## src/rtl/sensor_pkg.sv

```systemverilog
// Shared sensor-side constants and the ADC scan scheduler state type.
package sensor_pkg;

    localparam int unsigned CLK_HZ = 48_000_000;
    localparam int unsigned ADC_W  = 12;
    localparam int unsigned CH_W   = 3;
    localparam int unsigned NUM_CH = 8;

    typedef enum logic [1:0] {
        S_IDLE  = 2'd0,
        S_ISSUE = 2'd1,
        S_WAIT  = 2'd2,
        S_STORE = 2'd3
    } sched_state_t;

endpackage

```

## src/rtl/adc_next_ch.sv

```systemverilog
// Finds the lowest set mask bit at or above a start index (start may be NUM_CH: nothing found).
module adc_next_ch
    import sensor_pkg::*;
(
    input  logic [NUM_CH-1:0] i_mask,
    input  logic [CH_W:0]     i_from,
    output logic [CH_W-1:0]   o_ch,
    output logic              o_found
);

    // Scan downward so the lowest qualifying bit is the last one kept.
    always_comb begin
        o_ch    = '0;
        o_found = 1'b0;
        for (int i = NUM_CH - 1; i >= 0; i--) begin
            o_ch    = (i_mask[i] && ((CH_W + 1)'(i) >= i_from)) ? CH_W'(i) : o_ch;
            o_found = (i_mask[i] && ((CH_W + 1)'(i) >= i_from)) ? 1'b1     : o_found;
        end
    end

endmodule

```

## src/rtl/adc_scan_sched.sv

```systemverilog
// ADC scan scheduler: periodic round-robin sweeps of masked channels plus
// prioritised on-demand single reads, with a conversion timeout.
module adc_scan_sched
    import sensor_pkg::*;
#(
    parameter int unsigned PERIOD_CYCLES  = CLK_HZ / 1000,
    parameter int unsigned TIMEOUT_CYCLES = 2048
) (
    input  logic                     i_clk,
    input  logic                     i_rst,
    input  logic                     i_enable,
    input  logic [NUM_CH-1:0]        i_ch_mask,
    input  logic                     i_req_valid,
    input  logic [CH_W-1:0]          i_req_ch,
    output logic                     o_req_ready,
    output logic                     o_rsp_valid,
    output logic [ADC_W-1:0]         o_rsp_data,
    output logic                     o_conv_start,
    output logic [CH_W-1:0]          o_conv_ch,
    input  logic                     i_conv_busy,
    input  logic                     i_conv_done,
    input  logic [ADC_W-1:0]         i_conv_data,
    output logic [NUM_CH*ADC_W-1:0]  o_result_flat,
    output logic [NUM_CH-1:0]        o_result_valid,
    output logic                     o_sweep_done,
    output logic                     o_timeout_err
);

    localparam int unsigned PW = $clog2(PERIOD_CYCLES);
    localparam int unsigned TW = $clog2(TIMEOUT_CYCLES);

    sched_state_t                   r_state;
    logic [PW-1:0]                  r_period_cnt;
    logic [TW-1:0]                  r_tmo_cnt;
    logic                           r_sweep_pend;
    logic                           r_is_demand;
    logic [CH_W-1:0]                r_ch;
    logic [CH_W-1:0]                r_ptr;
    logic [NUM_CH-1:0][ADC_W-1:0]   r_result;

    logic                           w_tick;
    logic [CH_W:0]                  w_search_from;
    logic [CH_W-1:0]                w_next_ch;
    logic                           w_next_found;

    assign w_tick        = i_enable && (r_period_cnt == PW'(PERIOD_CYCLES - 1));
    assign o_conv_ch     = r_ch;
    assign o_result_flat = r_result;

    // In STORE look past the channel just converted; otherwise resume from the pointer.
    always_comb begin
        if (r_state == S_STORE) begin
            w_search_from = {1'b0, r_ch} + (CH_W + 1)'(1);
        end else begin
            w_search_from = {1'b0, r_ptr};
        end
    end

    adc_next_ch u_next_ch (
        .i_mask  (i_ch_mask),
        .i_from  (w_search_from),
        .o_ch    (w_next_ch),
        .o_found (w_next_found)
    );

    // Sample-period counter; held at zero while sweeps are disabled.
    always_ff @(posedge i_clk or negedge i_rst) begin
        if (!i_rst) begin
            r_period_cnt <= '0;
        end else if (!i_enable || w_tick) begin
            r_period_cnt <= '0;
        end else begin
            r_period_cnt <= r_period_cnt + PW'(1);
        end
    end

    // Scheduler FSM with conversion timer, result storage and registered pulses.
    always_ff @(posedge i_clk or negedge i_rst) begin
        if (!i_rst) begin
            r_state        <= S_IDLE;
            r_tmo_cnt      <= '0;
            r_sweep_pend   <= 1'b0;
            r_is_demand    <= 1'b0;
            r_ch           <= '0;
            r_ptr          <= '0;
            r_result       <= '0;
            o_result_valid <= '0;
            o_req_ready    <= 1'b0;
            o_rsp_valid    <= 1'b0;
            o_rsp_data     <= '0;
            o_conv_start   <= 1'b0;
            o_sweep_done   <= 1'b0;
            o_timeout_err  <= 1'b0;
        end else begin
            o_req_ready  <= 1'b0;
            o_rsp_valid  <= 1'b0;
            o_conv_start <= 1'b0;
            o_sweep_done <= 1'b0;
            // A tick landing while a sweep is still pending is simply absorbed.
            if (w_tick) begin
                r_sweep_pend <= 1'b1;
            end
            case (r_state)
                S_IDLE: begin
                    if (!i_enable) begin
                        r_sweep_pend <= 1'b0;
                        r_ptr        <= '0;
                    end
                    if (i_req_valid) begin
                        r_is_demand <= 1'b1;
                        r_ch        <= i_req_ch;
                        r_state     <= S_ISSUE;
                    end else if (i_enable && r_sweep_pend) begin
                        if (w_next_found) begin
                            r_is_demand <= 1'b0;
                            r_ch        <= w_next_ch;
                            r_state     <= S_ISSUE;
                        end else begin
                            o_sweep_done <= 1'b1;
                            r_sweep_pend <= 1'b0;
                            r_ptr        <= '0;
                        end
                    end
                end
                S_ISSUE: begin
                    if (!i_conv_busy) begin
                        o_conv_start <= 1'b1;
                        o_req_ready  <= r_is_demand;
                        r_tmo_cnt    <= '0;
                        r_state      <= S_WAIT;
                    end
                end
                S_WAIT: begin
                    if (i_conv_done) begin
                        if (r_is_demand) begin
                            o_rsp_data  <= i_conv_data;
                            o_rsp_valid <= 1'b1;
                        end else begin
                            r_result[r_ch]       <= i_conv_data;
                            o_result_valid[r_ch] <= 1'b1;
                        end
                        r_state <= S_STORE;
                    end else if (r_tmo_cnt == TW'(TIMEOUT_CYCLES - 1)) begin
                        o_timeout_err <= 1'b1;
                        r_state       <= S_STORE;
                    end else begin
                        r_tmo_cnt <= r_tmo_cnt + TW'(1);
                    end
                end
                S_STORE: begin
                    r_state <= S_IDLE;
                    if (!r_is_demand) begin
                        if (!i_enable) begin
                            r_sweep_pend <= 1'b0;
                            r_ptr        <= '0;
                        end else if (w_next_found) begin
                            r_ptr <= w_next_ch;
                        end else begin
                            o_sweep_done <= 1'b1;
                            r_sweep_pend <= 1'b0;
                            r_ptr        <= '0;
                        end
                    end
                end
                default: begin
                    r_state <= S_IDLE;
                end
            endcase
        end
    end

endmodule

```

## config.mk

```make
export PLATFORM = sky130hd
export DESIGN_NAME = adc_scan_sched
export DESIGN_NICKNAME = d
export VERILOG_FILES = /design/src/rtl/sensor_pkg.sv /design/src/rtl/adc_next_ch.sv /design/src/rtl/adc_scan_sched.sv
export SDC_FILE = /design/constraint.sdc
export NUM_CORES = 1
export LEC_CHECK = 0
export ABC_AREA = 0
export BUFFER_PORTS_ARGS = -buffer_cell sky130_fd_sc_hd__buf_2
export CORE_MARGIN = 5
export CORE_UTILIZATION = 41
export DETAILED_ROUTE_END_ITERATION = 7
export HOLD_SLACK_MARGIN = 0.15
export PLACE_DENSITY = 0.66
export SLEW_MARGIN = 20
export SYNTH_ARGS = -nofsm -noshare
export SYNTH_HDL_FRONTEND = slang
export SYNTH_SLANG_ARGS = --single-unit
```

## constraint.sdc

```tcl
create_clock -name i_clk -period 2.06 [get_ports i_clk]
set_input_delay 0.103 -clock i_clk [delete_from_list [all_inputs] [get_ports i_clk]]
set_output_delay 0.103 -clock i_clk [all_outputs]
set_load 0.05 [all_outputs]
```

==> metrics.md <==
| Metric | Value |
|---|---|
| Run status | finished, violations left |
| Violated checks | negative setup slack |
| Least-Margin Pin Slew | 0.562 ns |
| Total track usage | 19.2% |
| Root Buffer | clkbuf_16 |
| Critical Path Start | o_conv_ch[1] |
| Vias per Instance | 5.14 |
| Kind of critical path | reg -> reg |
| Area grow syn2layout | 35.0% |
| Die Y | 138 µm |
| Min-Delay Path Class | in -> async |
| Vias | 4981 |
| Mapped cell area | 6710 µm² |
| Hpwl dp | 12500 µm |
| Vias in the first global route | 5260 |
| Post-synthesis sequential area ratio | 58.9% |
| Worst Setup Start Kind | flip-flop |
| Fraction of layout cells with a size suffix above 1 | 49.3% |
| FFs w/ async S/R, synth | 100% |
| Site Rows | 46 |
| Clock tree sinks | 158 |
| Gr ovfl total | 0 |
| Worst EP required | 2.37 ns |
| Largest net degree at the start of global routing | 60 |
| H-tree depth | 4 |
| Worst EP arrival | 2.42 ns |
| Crit path time final | 2.11 ns |
| Setup_tns | -0.218 ns |
| Most common cell after layout, fill and taps aside | dfrtp_1 |
| Cell count after synthesis | 524 |
| Routed Antenna Nets | 0 |
| Yosys cell types | 51 |
| Initial antenna violation count | 0 |
| Synth Register Bits | 158 |
| Final worst setup slack | -0.0495 ns |
| Yosys Warn Count | 0 |
| Die width | 138 µm |
| DRT Pass-1 Iters | 6 |
| Final-layout fill cell count | 1355 |
| Worst Path Max Fanout | 4 |
| CP Capture Type | flip-flop |
| Core Region | 15900 µm² |
| Pins Over Slew Limit | 0 |
| N_diodes | 0 |
| Buffers added on ports | 152 |
| Drt drc | 0 |
| Final wirelength | 17700 µm |
| CTS tree | built |
| Max_cap viols | 0 |
| Starting Density | 42.1% |
| First-pass GRT wire length | 28000 µm |
| # placed instances | 913 |
| Syn avg cell area | 12.8 µm² |
| Fin Clk Skew | 0.00702 ns |
| Non-Filler Instances | 970 |
| TritonCTS Buffers | 17 |
| R2R Path Start | o_conv_ch[1] |
| Pwr per Cell Area | 1420 nW/µm² |
| DR WL/cell | 18.2 µm |
| Fmax | 0.474 GHz |
| Endpoints failing hold | 0 |
| Hold Slack | 0.230 ns |
| Final net count | 777 |
| Syn nets | 560 |
| LEAKAGE | 4.64 nW |
| Commonest cells after routing, fill and taps aside | dfrtp_1 (155), buf_2 (151), mux2_2 (108) |
| EDFF count, synth | 0 |
| Worst slew margin | 62.5% |
| Ys flop type | dfrtp_1 |
| GPL Wtd Cong | 0.900 |
| Iter 0 DRT Violations | 232 |
| Unrepaired setup endpoints after global routing | true |
| Post-route clock period utilization | 102% |
| Die area | 19000 µm² |
| Max VDD drop | 0.000973 V |
| Final setup viols | 10 |
| Clock latency on the worst-skew pair | 0.42 ns |
| Clock Path Buffers | 2 |
| Clk slew on worst S/H paths | 0.06 ns |
| Top Ports | 153 |
==> cell usage after synthesis (2+ instances only) <==
cell type	instances	area share (%)
a211o_1	2	0.26
a211oi_1	2	0.22
a21boi_0	2	0.22
a21oi_1	11	0.82
a22oi_1	2	0.22
a31o_2	2	0.26
a31oi_1	2	0.19
a32o_1	3	0.45
a32oi_1	2	0.26
and2_1	5	0.47
and3_1	4	0.37
and3b_1	2	0.26
and4_1	4	0.52
buf_1	6	0.34
buf_2	7	0.52
clkbuf_1	4	0.22
dfrtp_1	158	59
ha_1	7	1.3
inv_1	10	0.56
mux2_2	108	18
nand2_1	28	1.6
nand2b_1	10	0.93
nand3_1	17	1.3
nand3b_1	7	0.78
nand4_1	4	0.37
nand4b_1	2	0.26
nor2_1	36	2.0
nor2b_1	6	0.56
nor3_1	6	0.45
nor3b_1	3	0.34
nor4_1	3	0.28
o21ai_0	15	1.1
or2_2	5	0.47
or3_1	5	0.47
xnor2_1	11	1.4
xor2_1	8	1.0
==> per-layer routing <==
layer	share of wire, %	vias to the layer above	global-route usage, %	wire length (µm)
li1	-	2299	-	-
met1	41	2492	23.5	7270
met2	48	169	31.0	8550
met3	9.3	21	7.98	1640
met4	1.3	0	5.76	231
met5	0	-	0	0
==> through the flow <==
stage               worst slack (ns)  power [mW]  cell area (µm²)  util [%]
floorplan                    -0.0930        8.02             6750         -
global placement             -0.0906        9.43             8060      50.6
detailed placement            -0.183        9.55             8060      50.6
CTS                          -0.0307        12.8             8930      56.0
global route                  -0.129        13.5             9060      56.8
finish                       -0.0495        12.9             9060      56.8
==> cell families after synthesis <==
logic type      Yosys count  synth area share (%)
flops                   158                  58.9
simple gates            149                  11.7
mux                     109                  18.3
compound gates           53                  5.43
buf+inv                  29                  1.86
xor+xnor                 19                  2.48
fa+ha+maj                 7                  1.31
==> where the power goes <==
part	internal (mW)	switching, mW	leakage (nW)
Sequential	3.83	0.422	2.13
Combinational	1.62	3.86	2.23
Clock	1.86	1.27	0.293
Total	7.31	5.56	4.64
==> critical path, cell delays in order (launching register included) <==
cell and delay (ns):
dfrtp_2 0.42, ha_4 0.19, xnor2_4 0.14, o311a_1 0.31
o21a_1 0.22, a211oi_4 0.31, nand4_2 0.16, a31o_2 0.26
==> final timing paths <==
kind	depth (start not counted)	end	slack (ns)
min in group i_clk	5	r_ptr[0]	0.25
max	7	r_ptr[2]	-0.05
min reg2reg	1	o_result_valid[5]	0.46
max in group asynchronous	3	o_result_flat[26]	1.15
min	2	r_tmo_cnt[5]	0.23
max reg2reg	7	r_ptr[2]	-0.05
==> what timing repair did <==
| action | in CTS | in global routing |
|---|---|---|
| resized for setup | 11 | 19 |
| cloned | 0 | 2 |
| hold endpoints to repair | 238 | 0 |
| buffers inserted | 0 | 2 |
| pin swaps | 3 | 7 |
| setup endpoints to repair | 43 | 94 |
| hold buffers | 21 | 0 |
==> registers in the layout (all words and copies together) (netlist names) <==
signal / flops
o_result_flat: 96
r_period_cnt: 16
o_rsp_data: 12
r_tmo_cnt: 11
o_result_valid: 8
o_conv_ch: 3
r_ptr: 3
r_state: 2
o_conv_start: 1
o_req_ready: 1
o_rsp_valid: 1
o_sweep_done: 1
o_timeout_err: 1
r_is_demand: 1
r_sweep_pend: 1
==> final cells by class <==
| type | instances | area [µm²] | share of cell area, % |
|---|---|---|---|
| well taps | 216 | 270 | 2.98 |
| repair buffers | 215 | 1380 | 15.2 |
| clock buffers | 20 | 457 | 5.04 |
| clock inverters | 12 | 134 | 1.48 |
| inverters | 11 | 41.3 | 0.456 |
| multi-input cells | 338 | 2820 | 31.1 |
| flip-flops and latches | 158 | 3960 | 43.7 |
Note: power is estimated with default switching activity, not from simulation.
